[src/rtl/imm_extend_pipe.sv]
// Pipelined immediate extender for the decode stage.
// Widens an IN_W immediate to OUT_W using one of four modes and carries a
// destination tag with it. A registered output stage and a one-entry skid
// buffer allow a new transaction every cycle under valid/ready backpressure.
// IN_W must satisfy 2 <= IN_W < OUT_W.
module imm_extend_pipe #(
    parameter int IN_W  = 16,
    parameter int OUT_W = 32,
    parameter int TAG_W = 5
) (
    input  logic             clk,
    input  logic             rst,
    input  logic             in_valid,
    output logic             in_ready,
    input  logic [IN_W-1:0]  in_imm,
    input  logic [1:0]       in_mode,
    input  logic [TAG_W-1:0] in_tag,
    output logic             out_valid,
    input  logic             out_ready,
    output logic [OUT_W-1:0] out_data,
    output logic [TAG_W-1:0] out_tag
);

    localparam int EXT_W = OUT_W - IN_W;

    typedef enum logic [1:0] {
        MODE_SIGN   = 2'b00,
        MODE_ZERO   = 2'b01,
        MODE_UPPER  = 2'b10,
        MODE_BRANCH = 2'b11
    } mode_e;

    logic [OUT_W-1:0] sign_ext;
    logic [OUT_W-1:0] zero_ext;
    logic [OUT_W-1:0] upper_ext;
    logic [OUT_W-1:0] ext_data;

    logic             skid_valid;
    logic [OUT_W-1:0] skid_data;
    logic [TAG_W-1:0] skid_tag;

    logic accept;
    logic out_free;
    logic skid_valid_next;

    assign sign_ext  = {{EXT_W{in_imm[IN_W-1]}}, in_imm};
    assign zero_ext  = {{EXT_W{1'b0}}, in_imm};
    assign upper_ext = {in_imm, {EXT_W{1'b0}}};

    // Apply the selected extension mode to the incoming immediate.
    // NOTE: every combinational output gets a default first so no path leaves it unassigned (no latch).
    always_comb begin
        ext_data = sign_ext;
        unique case (mode_e'(in_mode))
            MODE_SIGN:   ext_data = sign_ext;
            MODE_ZERO:   ext_data = zero_ext;
            MODE_UPPER:  ext_data = upper_ext;
            MODE_BRANCH: ext_data = sign_ext << 2;
        endcase
    end

    assign accept   = in_valid & in_ready;
    assign out_free = !out_valid | out_ready;

    // The skid is occupied after this edge only if the output stays stalled
    // and it either already holds an entry or captures the incoming one.
    assign skid_valid_next = !out_free & (skid_valid | accept);

    // Output stage, skid buffer and registered in_ready.
    // NOTE: sequential state uses non-blocking assignments so every register samples pre-edge values.
    always_ff @(posedge clk) begin
        if (rst) begin
            out_valid  <= 1'b0;
            out_data   <= '0;
            out_tag    <= '0;
            skid_valid <= 1'b0;
            skid_data  <= '0;
            skid_tag   <= '0;
            in_ready   <= 1'b1;
        end else begin
            in_ready <= !skid_valid_next;
            if (out_free) begin
                if (skid_valid) begin
                    // Older skid entry goes first; in_ready is low so nothing is accepted now.
                    out_valid  <= 1'b1;
                    out_data   <= skid_data;
                    out_tag    <= skid_tag;
                    skid_valid <= 1'b0;
                end else if (accept) begin
                    out_valid <= 1'b1;
                    out_data  <= ext_data;
                    out_tag   <= in_tag;
                end else begin
                    // Data and tag keep their last value; only valid drops.
                    out_valid <= 1'b0;
                end
            end else if (accept) begin
                // Output is stalled: park the new result behind it.
                skid_valid <= 1'b1;
                skid_data  <= ext_data;
                skid_tag   <= in_tag;
            end
        end
    end

endmodule

[config.mk]
export PLATFORM = sky130hd
export DESIGN_NAME = imm_extend_pipe
export DESIGN_NICKNAME = d
export VERILOG_FILES = /design/src/rtl/imm_extend_pipe.sv
export SDC_FILE = /design/constraint.sdc
export NUM_CORES = 1
export LEC_CHECK = 0
export CORE_UTILIZATION = 45
export DETAILED_ROUTE_END_ITERATION = 10
export PLACE_DENSITY = 0.7
export SYNTH_ARGS = -nofsm -noshare
export SYNTH_HDL_FRONTEND = slang
export SYNTH_SLANG_ARGS = --single-unit
[constraint.sdc]
create_clock -name clk -period 1.9 [get_ports clk]
set_clock_uncertainty 0.1 [all_clocks]
set_input_delay 0.38 -clock clk [delete_from_list [all_inputs] [get_ports clk]]
set_output_delay 0.38 -clock clk [all_outputs]
set_load 0.01 [all_outputs]
==> results of run 1 <==
## layout by cell type, fill, tap and decap left out, drive strengths merged
master | synthesis | routed
nand3 | 5 | 5
nand2b | 2 | 2
a221oi | 1 | 1
nand4b | 1 | 1
bufinv | 0 | 1
nor3b | 2 | 2
nor2 | 28 | 28
a311oi | 3 | 3
a211oi | 34 | 34
o21ai | 14 | 14
a21oi | 22 | 22
a31oi | 1 | 1
a32o | 14 | 14
o2111a | 14 | 14
a21o | 1 | 1
nor3 | 14 | 14
o211ai | 16 | 16
mux2i | 19 | 19
clkinvlp | 0 | 1
buf | 39 | 38
mux2 | 1 | 1
o211a | 14 | 14
clkinv | 0 | 1
dfxtp | 77 | 77
and4b | 1 | 1
o2111ai | 1 | 1
a21bo | 1 | 1
nor2b | 14 | 14
and2 | 1 | 1
clkdlybuf4s50 | 0 | 65
nand2 | 32 | 32
clkbuf | 10 | 13
inv | 5 | 5
o32ai | 14 | 14
## tightest hold or removal path, delay by kind of cell (launching register included)
family,cells,cell delay (ns)
AOI/OAI and AO/OA,1,0.05
DFF,1,0.31
and+or+nand+nor,1,0.05
## through the flow
step	hold WS, ns	power [uW]	setup WS, ns	util (%)
2_1_floorplan	0.336	2190	0.442	-
5_1_grt	0.379	3910	0.0416	59.3
3_5_place_dp	0.346	2500	-0.182	56.8
3_3_place_gp	0.342	2490	-0.192	56.8
4_1_cts	0.356	3790	0.0749	59.3
6_report	0.362	3770	0.0845	59.3
## sequential cells by signal, indices dropped and copies added, names as in the netlist
register    flops
in_ready        1
out_data       32
out_tag         5
out_valid       1
skid_data      32
skid_tag        5
skid_valid      1
## where the power goes
part	internal [uW]	leakage (uW)	switching (uW)
logic	359	0.00113	357
registers	1700	0.000629	47.4
clock network	713	0.000106	594
## how the worst min path moves through the flow
| stage | start | endpoint | cells past startpoint |
|---|---|---|---|
| finish | skid_data[1]$_SDFFE_PP0P_ | skid_data[1]$_SDFFE_PP0P_ | 2 |
| global route | skid_data[1]$_SDFFE_PP0P_ | skid_data[1]$_SDFFE_PP0P_ | 2 |
| CTS | skid_data[1]$_SDFFE_PP0P_ | skid_data[1]$_SDFFE_PP0P_ | 2 |
| detailed placement | skid_data[1]$_SDFFE_PP0P_ | skid_data[1]$_SDFFE_PP0P_ | 2 |
| global placement | skid_data[1]$_SDFFE_PP0P_ | skid_data[1]$_SDFFE_PP0P_ | 2 |
| floorplan | skid_tag[0]$_SDFFE_PP0P_ | skid_tag[0]$_SDFFE_PP0P_ | 2 |
## metal layers
metal,up-vias,track usage [%],part of all wire (%)
met2,68,35.3,46
li1,1656,-,-
met3,10,4.27,4.4
met5,-,0,0
met4,0,6.67,1.1
met1,1647,33.4,49
## logic make-up after synthesis
logic type | share of synthesized area, %
multiplexers | 5.25
AND/OR/NAND/NOR | 12.6
AO/OA/AOI/OAI | 33.9
flip-flops | 40.2
buffers and inverters | 8.12
## layout make-up
type                       count  area (sq um)
clock buffer                  13           169
clock inverter                 3          42.5
fill                         740          3340
inverter                       5          18.8
multi-input combinational    270          1990
sequential                    77          1540
tap                          105           131
timing repair buffer         103           986
==> out/metrics.cfg, run 1 <==
[yosys]
synthArstFlopShare_pct=0
netlist_top_cells_count=dfxtp_1 (77), nand2_1 (31), a211oi_1 (29)
synth_top_area_cell=dfxtp_1
netlist-cell-type-count=41
synth_edf_count=0
yosys.area.top_type_share_pct=40.2
synth_seq_cells=77
ys_seq_area_share_pct=40.2
synthCells=401
syn_nets=428
yosys_warnings=0
yosys-top-cells-area=dfxtp_1 (40%), a211oi_1 (5.7%), mux2i_1 (5.0%)
synthFlopType=dfxtp_1
synthesis.area_sq_um=3840
synth_most_common_cell=dfxtp_1
syn_avg_cell_area_sq_um=9.57

[worst_setup_path]
critPathKind=reg -> out
rrSetupSlack_ns=0.35
slowest_stage=clkdlybuf4s50_1
worstPathRequired_ns=1.42
startpoint=in_ready$_SDFF_PP1_
rr_endpoint=out_data[2]$_SDFFE_PP0P_
crit_fanout=5
path_buf_inv=1
cp.arrival_ns=1.34
max_stage_delay_ns=0.57
rr_startpoint=skid_valid$_SDFFE_PP0P_
cp.depth=1
end_kind=primary output
reg2reg_depth=4
path_cells=clkdlybuf4s50_1
critical_path.top_delay_family=buffers and inverters
crit_path_start_kind=flip-flop
endpoint=in_ready

[global_route]
grt_first_pass_wirelength_microns=16100
grt_max_degree=46
grt_pass1_vias=3166
antenna_found_initial=0
grt-ovfl-total=0
grtUsageTotal_pct=23.2

[sta]
period_share_pct=95.6
slew_viol_final=0
worstMarginPinSlew_ns=0.395
relSlewSlack_pct=73.6
tns_ns=0
finalHoldViolCount=0
max_freq_mhz=551
period_needed_ns=1.82
rsz0062_at_grt=false
setup_violations=0

[floorplanning]
die_area_sq_um=8900
ios=66
coreArea_sq_um=8220
start_util_pct=46.7
die_h_microns=94.3
core.rowCount=33
dieWidth_microns=94.3

[clock_tree]
cts_resized=0
cts.path.max_buffers=2
path_clk_slew_ns=0.08
cts_buffers=9
root_buffer=clkbuf_8
hold_buffers=0
cts.htree.levels=3
clock_latency_ns=0.35
cts_setup_buffers=0
cts.sinks=77
cts_tree=built

[hold_path]
holdCritPathClass=reg -> reg

[placed_design]
gp_congestion=0.829
io_buffers=65
hpwl_microns=6710
post_dp_cell_area_sq_um=4660
dp.cells=560

[route]
ant_nets=0
drtIter0Drc=195
routed_wl_microns=9790
drcViolationCount=0
drt_pre_antenna_iters=4
viasPerCell=5.87
wire_per_inst_microns=17.0
via_count=3381

[power]
leakage_uw=0.00186
vdd_drop_max_v=0.000496
power.density_nw_per_um2=774

[layout]
final_cells=576
diodes=0
drive_above_1_share_pct=17.0
area.growth.synth_to_final_pct=27.1
nNetsFinal=493
fin_area_sq_um=4870

[run_status]
status=completed

[flow_run]
max-cap-violations=0

(Power assumes the default switching activity.)
==> inputs of run 2 (changes only) <==
--- a/config.mk
+++ b/config.mk
@@ -6,6 +6,7 @@
 export NUM_CORES = 1
 export LEC_CHECK = 0
 export CORE_UTILIZATION = 45
+export CTS_CLUSTER_DIAMETER = 30
 export DETAILED_ROUTE_END_ITERATION = 10
 export PLACE_DENSITY = 0.7
 export SYNTH_ARGS = -nofsm -noshare
==> constraint.sdc (replaced) <==
create_clock -name clk -period 2.1 [get_ports clk]
set_clock_uncertainty 0.1 [all_clocks]
set_input_delay 0.42 -clock clk [delete_from_list [all_inputs] [get_ports clk]]
set_output_delay 0.42 -clock clk [all_outputs]
set_load 0.01 [all_outputs]
==> run 2 against run 1 <==
Against the previous run:
- clock power fell by 3%
- critical path type is now in -> reg
- critical path depth rose by 4
- critical endpoint is now out_data[19]$_SDFFE_PP0P_
- total power fell by 7.7%
==> out/metrics.cfg, run 2 (synthesized netlist as in run 1, its figures left out) <==
[floorplanning]
die_h_microns=94.3
start_util_pct=46.7
dieWidth_microns=94.3
core.rowCount=33
ios=66
coreArea_sq_um=8220
die_area_sq_um=8900

[flow_run]
max-cap-violations=0

[route]
wire_per_inst_microns=17.4
via_count=3383
drtIter0Drc=141
ant_nets=0
drcViolationCount=0
drt_pre_antenna_iters=4
routed_wl_microns=9790
viasPerCell=6.01

[power]
p_seq_share_pct=45.5
p_switching_uw=901
p_int_uw=2580
vdd_drop_max_v=0.000369
leakage_uw=0.00181
swShare_pct=25.9
clockPowerShare_pct=36.4
p_comb_share_pct=18.1
power.density_nw_per_um2=726
finalPower_uw=3480

[sta]
max_freq_mhz=543
period_share_pct=87.7
setup_violations=0
holdWs_ns=0.359
period_needed_ns=1.84
worstMarginPinSlew_ns=0.575
finalHoldViolCount=0
slew_viol_final=0
rsz0062_at_grt=false
relSlewSlack_pct=61.6

[clock_tree]
cts.sinks=77
cts_tree=built
cts_buffers=9
cts.htree.levels=3
cts.path.max_buffers=2
root_buffer=clkbuf_8
cts_setup_buffers=0
path_clk_slew_ns=0.08
hold_buffers=0
clock_latency_ns=0.35
cts_resized=0

[worst_setup_path]
crit_path_start_kind=input port
end_kind=flip-flop
worstPathRequired_ns=2.25
rr_startpoint=skid_valid$_SDFFE_PP0P_
rr_endpoint=out_data[14]$_SDFFE_PP0P_
endpoint=out_data[19]$_SDFFE_PP0P_
startpoint=in_mode[1]
crit_fanout=12
rrSetupSlack_ns=0.54
reg2reg_depth=4
cp.arrival_ns=1.99
critPathKind=in -> reg

[global_route]
grtUsageTotal_pct=23.0
grt_max_degree=58
grt_pass1_vias=3167
grt_first_pass_wirelength_microns=16000
antenna_found_initial=0
grt-ovfl-total=0

[layout]
fin_area_sq_um=4790
final_common_cell=dfxtp_1
diodes=0
drive_above_1_share_pct=14.6
reg_top3=out_data x32, skid_data x32
final_cell_mix=dfxtp_1 (77), clkdlybuf4s50_1 (65), nand2_1 (31)
final_util_pct=58.3
fill_cells=719
nNetsFinal=480
area.growth.synth_to_final_pct=24.9

[run_status]
status=completed

[placed_design]
io_buffers=65
post_dp_cell_area_sq_um=4570
hpwl_microns=6530
gp_congestion=0.779

[hold_path]
holdCritPathClass=reg -> reg

## run 2: worst min-delay path by stage
stage                                    from                   endpoint  slack, ns  cells past startpoint
CTS                 skid_data[0]$_SDFFE_PP0P_  skid_data[0]$_SDFFE_PP0P_       0.36                      2
floorplan            skid_tag[0]$_SDFFE_PP0P_   skid_tag[0]$_SDFFE_PP0P_       0.34                      2
global placement    skid_data[1]$_SDFFE_PP0P_  skid_data[1]$_SDFFE_PP0P_       0.34                      2
detailed placement  skid_data[0]$_SDFFE_PP0P_  skid_data[0]$_SDFFE_PP0P_       0.35                      2
finish               skid_tag[4]$_SDFFE_PP0P_   skid_tag[4]$_SDFFE_PP0P_       0.36                      2
global route         skid_tag[4]$_SDFFE_PP0P_   skid_tag[4]$_SDFFE_PP0P_       0.37                      2
## run 2: through the flow
| step | std cells | setup slack [ns] | setup TNS [ns] |
|---|---|---|---|
| 2_1_floorplan | 401 | 0.602 | 0 |
| 3_3_place_gp | 547 | -0.0865 | -0.355 |
| 3_5_place_dp | 547 | -0.0676 | -0.184 |
| 4_1_cts | 563 | 0.263 | 0 |
| 5_1_grt | 563 | 0.193 | 0 |
| 6_report | 563 | 0.258 | 0 |
## run 2: power by group through the flow
stage / sequential, uW / combinational [uW] / clock (uW)
2_1_floorplan: 1640 / 346 / 0
3_3_place_gp: 1620 / 621 / 0
3_5_place_dp: 1620 / 627 / 0
4_1_cts: 1580 / 632 / 1290
5_1_grt: 1590 / 682 / 1340
6_report: 1580 / 631 / 1270
## run 2: area by class of cell
| type | count | area [sq um] | area share (%) |
|---|---|---|---|
| timing repair buffer | 90 | 888 | 18.5 |
| clock buffer | 12 | 155 | 3.24 |
| sequential | 77 | 1540 | 32.2 |
| clock inverter | 4 | 70.1 | 1.46 |
| multi-input combinational | 270 | 1990 | 41.4 |
| inverter | 5 | 18.8 | 0.392 |
| tap | 105 | 131 | 2.74 |
## run 2: metal layers
metal / up-vias / GRT usage, % / wire length, microns
met5: - / 0 / 0
met4: 0 / 9.49 / 178
met3: 16 / 3.46 / 505
met2: 102 / 34.4 / 4400
met1: 1634 / 32.9 / 4710
li1: 1631 / - / -
## run 2: critical path, stage by stage
cell and delay [ns]:
clkdlybuf4s50_1 0.65, buf_4 0.27, mux2i_1 0.30, o21ai_0 0.14
a32o_1 0.22
